==> src/rtl/cla_pkg.sv <==
// Shared definitions for the nibble-serial carry-lookahead adder.
// Pure declarations: no latency and no handshake of their own.
// Holds the slice width, the controller state encoding and the overflow rule.
package cla_pkg;

    localparam int SLICE_W = 4;

    typedef enum logic [1:0] {
        IDLE = 2'd0,
        RUN  = 2'd1,
        DONE = 2'd2
    } cla_seq_state_t;

    // Overflow occurs when both addends share a sign that the result does not.
    function automatic logic ovf_rule(input logic a_msb, input logic b_msb, input logic sum_msb);
        return (a_msb == b_msb) && (sum_msb != a_msb);
    endfunction

endpackage

==> src/rtl/carry_lookahead_adder.sv <==
// 4-bit carry-lookahead adder slice.
// Purely combinational: zero cycles of latency.
// No handshake, so it never applies backpressure.
module carry_lookahead_adder (
    input  logic [3:0] A,
    input  logic [3:0] B,
    input  logic       Cin,
    output logic [3:0] Sum,
    output logic       Cout
);

    logic [3:0] g;
    logic [3:0] p;
    logic [4:0] c;

    assign g = A & B;
    assign p = A ^ B;

    // All carries come straight from generate/propagate terms, with no ripple.
    assign c[0] = Cin;
    assign c[1] = g[0] | (p[0] & Cin);
    assign c[2] = g[1] | (p[1] & g[0]) | (p[1] & p[0] & Cin);
    assign c[3] = g[2] | (p[2] & g[1]) | (p[2] & p[1] & g[0]) | (p[2] & p[1] & p[0] & Cin);
    assign c[4] = g[3] | (p[3] & g[2]) | (p[3] & p[2] & g[1]) | (p[3] & p[2] & p[1] & g[0])
                | (p[3] & p[2] & p[1] & p[0] & Cin);

    assign Sum  = p ^ c[3:0];
    assign Cout = c[4];

endmodule

==> src/rtl/cla_seq_adder.sv <==
// WIDTH-bit add/subtract that reuses one 4-bit CLA slice, one nibble per clock, LSB nibble first.
// Latency: out_valid rises WIDTH/4 edges after the accepting edge.
// Backpressure: the result holds in DONE until out_ready; in_ready is high only in IDLE.
module cla_seq_adder
    import cla_pkg::*;
#(
    parameter int WIDTH = 16
) (
    input  logic             clk,
    input  logic             rst_n,
    input  logic             in_valid,
    output logic             in_ready,
    input  logic [WIDTH-1:0] a,
    input  logic [WIDTH-1:0] b,
    input  logic             cin,
    input  logic             sub,
    output logic             out_valid,
    input  logic             out_ready,
    output logic [WIDTH-1:0] sum,
    output logic             cout,
    output logic             ovf,
    output logic             busy
);

    localparam int NSLICE = WIDTH / SLICE_W;
    localparam int IDX_W  = (NSLICE > 1) ? $clog2(NSLICE) : 1;

    if (((WIDTH % SLICE_W) != 0) || (WIDTH < SLICE_W)) begin : g_bad_width
        $error("cla_seq_adder: WIDTH must be a positive multiple of 4");
    end

    cla_seq_state_t   state_q, state_d;
    logic [IDX_W-1:0] idx_q, idx_d;
    logic             carry_q, carry_d;
    logic [WIDTH-1:0] a_q, a_d;
    logic [WIDTH-1:0] b_q, b_d;
    logic             a_msb_q, a_msb_d;
    logic             b_msb_q, b_msb_d;
    logic [WIDTH-1:0] sum_q, sum_d;
    logic             cout_q, cout_d;
    logic             ovf_q, ovf_d;

    logic [SLICE_W-1:0] slice_a;
    logic [SLICE_W-1:0] slice_b;
    logic [SLICE_W-1:0] slice_sum;
    logic               slice_cout;
    logic               last_slice;

    assign slice_a    = a_q[idx_q*SLICE_W +: SLICE_W];
    assign slice_b    = b_q[idx_q*SLICE_W +: SLICE_W];
    assign last_slice = (idx_q == IDX_W'(NSLICE - 1));

    carry_lookahead_adder u_slice (
        .A    (slice_a),
        .B    (slice_b),
        .Cin  (carry_q),
        .Sum  (slice_sum),
        .Cout (slice_cout)
    );

    always_ff @(posedge clk or negedge rst_n) begin
        if (!rst_n) begin
            state_q <= IDLE;
            idx_q   <= '0;
            carry_q <= 1'b0;
            a_q     <= '0;
            b_q     <= '0;
            a_msb_q <= 1'b0;
            b_msb_q <= 1'b0;
            sum_q   <= '0;
            cout_q  <= 1'b0;
            ovf_q   <= 1'b0;
        end else begin
            state_q <= state_d;
            idx_q   <= idx_d;
            carry_q <= carry_d;
            a_q     <= a_d;
            b_q     <= b_d;
            a_msb_q <= a_msb_d;
            b_msb_q <= b_msb_d;
            sum_q   <= sum_d;
            cout_q  <= cout_d;
            ovf_q   <= ovf_d;
        end
    end

    always_comb begin
        state_d = state_q;
        idx_d   = idx_q;
        carry_d = carry_q;
        a_d     = a_q;
        b_d     = b_q;
        a_msb_d = a_msb_q;
        b_msb_d = b_msb_q;
        sum_d   = sum_q;
        cout_d  = cout_q;
        ovf_d   = ovf_q;
        case (state_q)
            IDLE: begin
                if (in_valid) begin
                    // Subtraction is A + ~B + 1, so cin is ignored in that mode.
                    a_d     = a;
                    b_d     = sub ? ~b : b;
                    carry_d = sub ? 1'b1 : cin;
                    a_msb_d = a[WIDTH-1];
                    b_msb_d = sub ? ~b[WIDTH-1] : b[WIDTH-1];
                    idx_d   = '0;
                    state_d = RUN;
                end
            end
            RUN: begin
                sum_d[idx_q*SLICE_W +: SLICE_W] = slice_sum;
                carry_d = slice_cout;
                if (last_slice) begin
                    cout_d  = slice_cout;
                    ovf_d   = ovf_rule(a_msb_q, b_msb_q, slice_sum[SLICE_W-1]);
                    idx_d   = '0;
                    state_d = DONE;
                end else begin
                    idx_d = idx_q + 1'b1;
                end
            end
            DONE: begin
                if (out_ready) begin
                    state_d = IDLE;
                end
            end
            default: state_d = IDLE;
        endcase
    end

    assign in_ready  = (state_q == IDLE);
    assign out_valid = (state_q == DONE);
    assign busy      = (state_q != IDLE);
    assign sum       = sum_q;
    assign cout      = cout_q;
    assign ovf       = ovf_q;

endmodule

==> config.mk <==
export PLATFORM = sky130hd
export DESIGN_NAME = cla_seq_adder
export DESIGN_NICKNAME = d
export VERILOG_FILES = /design/src/rtl/cla_pkg.sv /design/src/rtl/carry_lookahead_adder.sv /design/src/rtl/cla_seq_adder.sv
export SDC_FILE = /design/constraint.sdc
export NUM_CORES = 1
export LEC_CHECK = 0
export BUFFER_PORTS_ARGS = -buffer_cell sky130_fd_sc_hd__buf_4
export CAP_MARGIN = 20
export CORE_UTILIZATION = 54
export DETAILED_ROUTE_END_ITERATION = 8
export PLACE_DENSITY_LB_ADDON = 0.08
export SLEW_MARGIN = 20
export SYNTH_ARGS = -nofsm -noshare
export SYNTH_HDL_FRONTEND = slang
export SYNTH_SLANG_ARGS = --single-unit
==> constraint.sdc <==
create_clock -name clk -period 2.8 [get_ports clk]
set_clock_uncertainty 0.2 [all_clocks]
set_input_delay 0.28 -clock clk [delete_from_list [all_inputs] [get_ports clk]]
set_output_delay 0.28 -clock clk [all_outputs]
set_load 0.02 [all_outputs]
==> results.py, run 1 <==
metrics = {
    "run_status": {
        "run_status": "completed",
    },
    "min_path": {
        "hp-class": "input port to flop",
        "holdPathEnd": "state_q[1]",
        "hp-start": "out_ready",
        "hold_depth": 3,
    },
    "place": {
        "gp_congestion": 0.803,
        "dp_hpwl_microns": 4010,
        "port_buffers": 58,
    },
    "drt": {
        "wl_per_cell_microns": 14.0,
        "dr_iter_0_viols": 75,
        "detailroute.via_count": 2113,
        "routed_wl_microns": 5680,
        "detail_route.vias_per_cell": 5.20,
        "remaining_drcs": 0,
        "dr.pass1.iters": 4,
        "route.antenna.remaining_nets": 0,
    },
    "logic_synthesis": {
        "cells_after_synthesis": 262,
        "syn-num-nets": 311,
        "synthesis.area_per_instance_sq_um": 10.4,
        "synthesized_area_fraction_occupied_by_ao_oa_aoi_and_oai_cells_pct": 11.2,
        "synth_async_sr_flop_share_pct": 100,
        "syn-cell-area_sq_mm": 0.00273,
        "synth-simple-area-share_pct": 18.0,
        "synth_enable_flop_cells": 0,
        "largest_family_of_logic_cells_by_synthesized_area": "simple AND/OR/NAND/NOR gates",
        "yosys_warnings": 0,
        "synth_adder_area_share_pct": 5.32,
        "synth.yosys.seq_area_share_pct": 50.4,
        "yosysUniqueCellTypes": 39,
        "muxShareOfSynthArea_pct": 6.60,
        "ys.flop_type": "sky130_fd_sc_hd__dfrtp_1",
        "ys_ff_latch": 55,
        "yosys.area_share.xor_xnor_pct": 5.77,
    },
    "setup_path": {
        "worstSetupEndpointType": "flop",
        "crit_path_cell_trace": "buf_12 > mux4_2 > ha_1 > o21ai_0 > o21ai_1 > a311oi_1 > or3b_1",
        "crit_path_dat_ns": 2.58,
        "timing.critical_path.slowest_stage_cell": "sky130_fd_sc_hd__mux4_2",
        "criticalPathCategory": "flop to flop",
        "critical_path.startpoint_type": "flop",
        "reg2regPathDepth": 7,
        "reg2reg_slack_ns": 0.21,
        "worst_r2r_endpoint": "ovf",
        "max_stage_delay_ns": 0.52,
        "required_worst_endpoint_ns": 2.79,
        "timing.critical_path.fanout_max": 17,
        "regToRegStartpoint": "idx_q[0]",
    },
    "grt": {
        "grt_pass1_vias": 2073,
        "grt_pass1_wl_microns": 9640,
        "overall_global_routing_usage_pct": 24.3,
        "grt_max_degree": 56,
        "grt_antenna_before_repair": 0,
        "grt-ovfl-total": 0,
    },
    "power_and_ir_drop": {
        "max-vdd-ir-drop_mv": 0.533,
        "p_per_cell_area_mw_per_mm2": 1210,
        "leakagePower_uw": 0.00167,
    },
    "timing": {
        "hold_violations": 0,
        "setup-tns-final_ns": 0,
        "period_needed_ns": 2.59,
        "timing_worst_slew_pin_value_ns": 0.669,
        "final_max_slew_viol_count": 0,
        "final-setup-viol-count": 0,
        "final_min_period_over_clock_period_pct": 92.6,
        "max_freq_mhz": 386,
        "slew_headroom_pct": 55.4,
        "unrepaired_setup_endpoints_after_global_routing": "no",
    },
    "cells_and_area": {
        "multi_input_area_sq_mm": 0.00129,
        "layout_overhead_on_the_synthesized_area_pct": 29.1,
        "final-seq-area_sq_mm": 0.00138,
        "fillers": 371,
        "antennaDiodeCount": 0,
        "layout.cells.most_common": "sky130_fd_sc_hd__nand2_1",
        "drive_gt1_share_pct": 25.4,
        "mostFrequentLayoutCells": "sky130_fd_sc_hd__nand2_1 (67), sky130_fd_sc_hd__buf_4 (62), sky130_fd_sc_hd__dfrtp_1 (55), sky130_fd_sc_hd__nor2_1 (22), sky130_fd_sc_hd__xnor2_1 (18)",
        "finalCoreUtilization_pct": 73.6,
        "nNetsFinal": 387,
    },
    "clock_tree": {
        "clk_latency_ns": 0.31,
        "cts_hold_buf": 17,
        "htree_levels": 2,
        "tritoncts.num_buffers": 5,
        "max-clock-path-buffers": 2,
        "clk_pin_slew_worst_paths_ns": 0.10,
        "cts_tree": "yes",
        "clockRootBuffer": "sky130_fd_sc_hd__clkbuf_8",
        "cts.repair.resized": 0,
        "cts_setup_buffers": 0,
        "numClockSinks": 55,
    },
    "floorplanning": {
        "design.core.area_sq_mm": 0.00479,
        "rows": 25,
        "pin_count": 59,
        "dieWidth_microns": 73.1,
        "initial_core_util_pct": 57.0,
        "floorplan.die_area_sq_mm": 0.00534,
        "die-height_microns": 73.1,
    },
    "job": {
        "max_cap_viol_count": 0,
    },
}
==> cell families after synthesis <==
logic type	Yosys count
and+or+nand+nor	109
DFF	55
AOI/OAI and AO/OA	45
xor gates and xnor gates	18
buffers and inverters	16
adders and majority gates	11
muxes	8
==> cell usage after synthesis, types with 2 or more instances <==
library cell	number	area, sq um
sky130_fd_sc_hd__mux4_2	8	180
sky130_fd_sc_hd__nand4_1	2	12.5
sky130_fd_sc_hd__a21o_1	2	15.0
sky130_fd_sc_hd__ha_1	10	125
sky130_fd_sc_hd__buf_4	2	15.0
sky130_fd_sc_hd__o31ai_1	6	45.0
sky130_fd_sc_hd__clkbuf_1	3	11.3
sky130_fd_sc_hd__nand2_2	2	12.5
sky130_fd_sc_hd__a21oi_1	17	85.1
sky130_fd_sc_hd__nand2_1	67	251
sky130_fd_sc_hd__nor2_1	22	82.6
sky130_fd_sc_hd__o21ai_0	4	20.0
sky130_fd_sc_hd__dfrtp_1	55	1380
sky130_fd_sc_hd__a22o_1	10	87.6
sky130_fd_sc_hd__inv_1	5	18.8
sky130_fd_sc_hd__buf_2	5	25.0
sky130_fd_sc_hd__nand2b_1	2	12.5
sky130_fd_sc_hd__nor2b_1	2	12.5
sky130_fd_sc_hd__xnor2_1	18	158
==> through the flow <==
| step | total power (uW) | area [sq um] | hold slack [ns] | worst slack [ns] | std cells |
|---|---|---|---|---|---|
| final | 4260 | 3520 | 0.00399 | 0.209 | 406 |
| after detailed placement | 3780 | 3250 | 0.163 | 0.222 | 381 |
| after global routing | 4600 | 3520 | 0.0251 | 0.0951 | 406 |
| after global placement | 3710 | 3250 | 0.158 | 0.267 | 381 |
| after CTS | 4280 | 3520 | 0.00213 | 0.198 | 406 |
| after floorplan | 3000 | 2730 | -0.216 | 0.211 | 262 |
==> routing by layer <==
metal / wire length, microns / vias to the layer above / part of all wire [%] / global-route usage [%]
met5: 0 / - / 0 / 0
met4: 108 / 0 / 1.9 / 9.37
met3: 206 / 9 / 3.6 / 4.70
met2: 2970 / 56 / 52 / 42.0
met1: 2390 / 1001 / 42 / 30.2
li1: - / 1047 / - / -
==> registers in the layout, summed over array words and instances, names as in the netlist <==
name,cells
a_q,16
b_q,16
carry_q,1
cout,1
idx_q,2
ovf,1
state_q,2
sum,16
==> report_power, final <==
| part | internal [uW] | switching, uW | total [uW] |
|---|---|---|---|
| Combinational | 1040 | 1330 | 2370 |
| Clock | 225 | 251 | 476 |
| Sequential | 1140 | 270 | 1410 |
| Total | 2400 | 1850 | 4260 |
==> worst max-delay path: cells and delay by family (launching register included) <==
| kind | cells | cell delay, ns |
|---|---|---|
| adder cells (fa/ha/maj) | 1 | 0.38 |
| buffers and inverters | 1 | 0.19 |
| multiplexers | 1 | 0.52 |
| flip-flops | 1 | 0.43 |
| AND/OR/NAND/NOR | 1 | 0.35 |
| AO/OA/AOI/OAI | 3 | 0.41 |
==> cell type report <==
class / count / share of cell area (%)
clock inverter: 1 / 0.213
inverter: 5 / 0.532
multi-input combinational: 191 / 36.5
timing repair buffer: 80 / 18.6
tap: 67 / 2.38
sequential: 55 / 39.0
clock buffer: 7 / 2.73
==> how the worst max path moves through the flow <==
stage                     slack (ns)  cells after the start  endpoint      from
after global routing             0.1                      7    sum[3]  idx_q[0]
after global placement          0.27                      7   sum[11]  idx_q[0]
final                           0.21                      7       ovf  idx_q[0]
after CTS                       0.20                      7       ovf  idx_q[0]
after floorplan                 0.21                      7       ovf  idx_q[0]
after detailed placement        0.22                      7       ovf  idx_q[0]
Power figures use the tool's default switching activity.
==> run 2, diff against run 1 <==
==> constraint.sdc (replaced) <==
create_clock -name clk -period 2.8 [get_ports clk]
set_clock_uncertainty 0.2 [all_clocks]
set_input_delay 0.42 -clock clk [delete_from_list [all_inputs] [get_ports clk]]
set_output_delay 0.42 -clock clk [all_outputs]
set_load 0.02 [all_outputs]
==> run 2 against run 1 <==
  * Combinational power is essentially flat
  * Die area is the same
  * Count of clock-buffer cells in the layout stayed put
  * Cell count fell by 3.9%
  * Register-to-register slack about the same
  * Flip-flop and latch count did not move
  * Core utilization down 3.3 points
  * Critical endpoint unchanged
==> results.py, run 2 (synthesis results as in run 1) <==
metrics = {
    "cells_and_area": {
        "nNetsFinal": 371,
        "mostFrequentLayoutCells": "sky130_fd_sc_hd__nand2_1 (67), sky130_fd_sc_hd__buf_4 (62), sky130_fd_sc_hd__dfrtp_1 (55), sky130_fd_sc_hd__nor2_1 (22), sky130_fd_sc_hd__xnor2_1 (18)",
        "layout_overhead_on_the_synthesized_area_pct": 23.2,
        "drive_gt1_share_pct": 26.6,
        "fillers": 401,
        "layout.cells.most_common": "sky130_fd_sc_hd__nand2_1",
        "antennaDiodeCount": 0,
    },
    "grt": {
        "grt-ovfl-total": 0,
        "overall_global_routing_usage_pct": 23.0,
        "grt_pass1_vias": 1970,
        "grt_antenna_before_repair": 0,
        "grt_max_degree": 56,
        "grt_pass1_wl_microns": 9150,
    },
    "setup_path": {
        "criticalPathCategory": "flop to flop",
        "reg2regPathDepth": 7,
        "crit_cells": 7,
        "worst_r2r_endpoint": "ovf",
        "crit_path_dat_ns": 2.58,
        "reg2reg_slack_ns": 0.21,
        "timing.critical_path.slowest_stage_cell": "sky130_fd_sc_hd__mux4_2",
        "crit_buf_inv": 1,
        "regToRegStartpoint": "idx_q[0]",
        "crit_end": "ovf",
        "critPathLaunch": "idx_q[0]",
        "critical-path-top-delay-family": "multiplexers",
        "required_worst_endpoint_ns": 2.79,
        "worstSetupEndpointType": "flop",
        "critical_path.startpoint_type": "flop",
        "crit_path_cell_trace": "buf_12 > mux4_2 > ha_1 > a211oi_1 > o21ai_1 > nand4_1 > or3b_1",
        "max_stage_delay_ns": 0.53,
        "timing.critical_path.fanout_max": 17,
    },
    "clock_tree": {
        "cts_setup_buffers": 0,
        "clk_pin_slew_worst_paths_ns": 0.09,
        "clk_latency_ns": 0.31,
        "clockRootBuffer": "sky130_fd_sc_hd__clkbuf_8",
        "htree_levels": 2,
        "numClockSinks": 55,
        "tritoncts.num_buffers": 5,
        "cts_tree": "yes",
        "cts.repair.resized": 0,
        "max-clock-path-buffers": 2,
    },
    "timing": {
        "final_max_slew_viol_count": 0,
        "max_freq_mhz": 386,
        "final_min_period_over_clock_period_pct": 92.6,
        "hold_violations": 0,
        "slew_headroom_pct": 55.7,
        "timing_worst_slew_pin_value_ns": 0.664,
        "period_needed_ns": 2.59,
        "setup-tns-final_ns": 0,
        "final-setup-viol-count": 0,
        "unrepaired_setup_endpoints_after_global_routing": "no",
    },
    "power_and_ir_drop": {
        "clock_power_share_pct": 11.2,
        "p_per_cell_area_mw_per_mm2": 1260,
        "power.switching_fraction_pct": 43.6,
        "p_sw_uw": 1850,
        "pwr-share-comb_pct": 55.5,
        "sequentialPowerShare_pct": 33.3,
        "internal_power_uw": 2390,
        "p_total_uw": 4240,
        "leakagePower_uw": 0.00160,
        "max-vdd-ir-drop_mv": 0.525,
    },
    "place": {
        "gp_congestion": 0.803,
        "port_buffers": 58,
        "dp_hpwl_microns": 4010,
    },
    "floorplanning": {
        "initial_core_util_pct": 57.0,
        "floorplan.die_area_sq_mm": 0.00534,
        "pin_count": 59,
        "rows": 25,
        "design.core.area_sq_mm": 0.00479,
        "die-height_microns": 73.1,
        "dieWidth_microns": 73.1,
    },
    "run_status": {
        "run_status": "completed",
    },
    "drt": {
        "remaining_drcs": 0,
        "wl_per_cell_microns": 13.8,
        "route.antenna.remaining_nets": 0,
        "dr_iter_0_viols": 79,
        "detailroute.via_count": 2037,
        "dr.pass1.iters": 4,
        "routed_wl_microns": 5370,
        "detail_route.vias_per_cell": 5.22,
    },
    "job": {
        "max_cap_viol_count": 0,
    },
    "min_path": {
        "hp-class": "input port to flop",
    },
}
## run 2: cell types whose count changed in the layout (fill, tap and decap cells not counted)
cell / previous run / this run
sky130_fd_sc_hd__dlygate4sd3_1: 17 / 1
## run 2: worst register-to-register path, stage by stage, from the launching register on
cell and delay [ns]:
sky130_fd_sc_hd__dfrtp_1 0.43, sky130_fd_sc_hd__buf_12 0.19, sky130_fd_sc_hd__mux4_2 0.54, sky130_fd_sc_hd__ha_1 0.30, sky130_fd_sc_hd__a211oi_1 0.23, sky130_fd_sc_hd__o21ai_1 0.13
sky130_fd_sc_hd__nand4_1 0.12, sky130_fd_sc_hd__or3b_1 0.34
## run 2: routing by layer
metal	routed length (microns)	global-route usage, %
met1	2360	29.0
met2	2680	38.9
met3	205	4.70
met4	125	9.15
met5	0	0
## run 2: repair_timing
item                                    in CTS  in global routing
endpoints found under the setup margin       0                  0
hold endpoints to repair                    55                  0
hold buffers                                 1                  0
## run 2: layout make-up
class / count / area, sq um / share of cell area (%)
clock buffers: 7 / 96.3 / 2.86
clock inverters: 1 / 7.51 / 0.223
inverters: 5 / 18.8 / 0.558
multi-input cells: 191 / 1290 / 38.2
flip-flops and latches: 55 / 1380 / 40.9
well taps: 67 / 83.8 / 2.49
repair buffers: 64 / 495 / 14.7
## run 2: worst min path at each step
stage | start | end | cells past startpoint
after floorplan | rst_n | a_q[0] | 0
after detailed placement | a_q[12] | a_q[12] | 2
after global routing | a[12] | a_q[12] | 3
after global placement | a_q[7] | a_q[7] | 2
final | a[15] | a_q[15] | 3
after CTS | a[1] | a_q[1] | 3
## run 2: stage by stage
step	utilization, %	std cells	area (sq um)	hold slack [ns]	setup WS [ns]
after global routing	70.3	390	3360	0.0854	0.0936
after detailed placement	67.9	381	3250	0.262	0.222
after global placement	67.9	381	3250	0.256	0.267
after floorplan	-	262	2730	-0.0756	0.211
after CTS	70.3	390	3360	0.0823	0.198
final	70.3	390	3360	0.0895	0.206
## run 2: power groups by stage
stage	clock [uW]	sequential, uW	combinational, uW
after detailed placement	0	1430	2350
after CTS	486	1420	2360
after global placement	0	1410	2290
after global routing	511	1460	2620
after floorplan	0	1430	1570
final	476	1410	2350
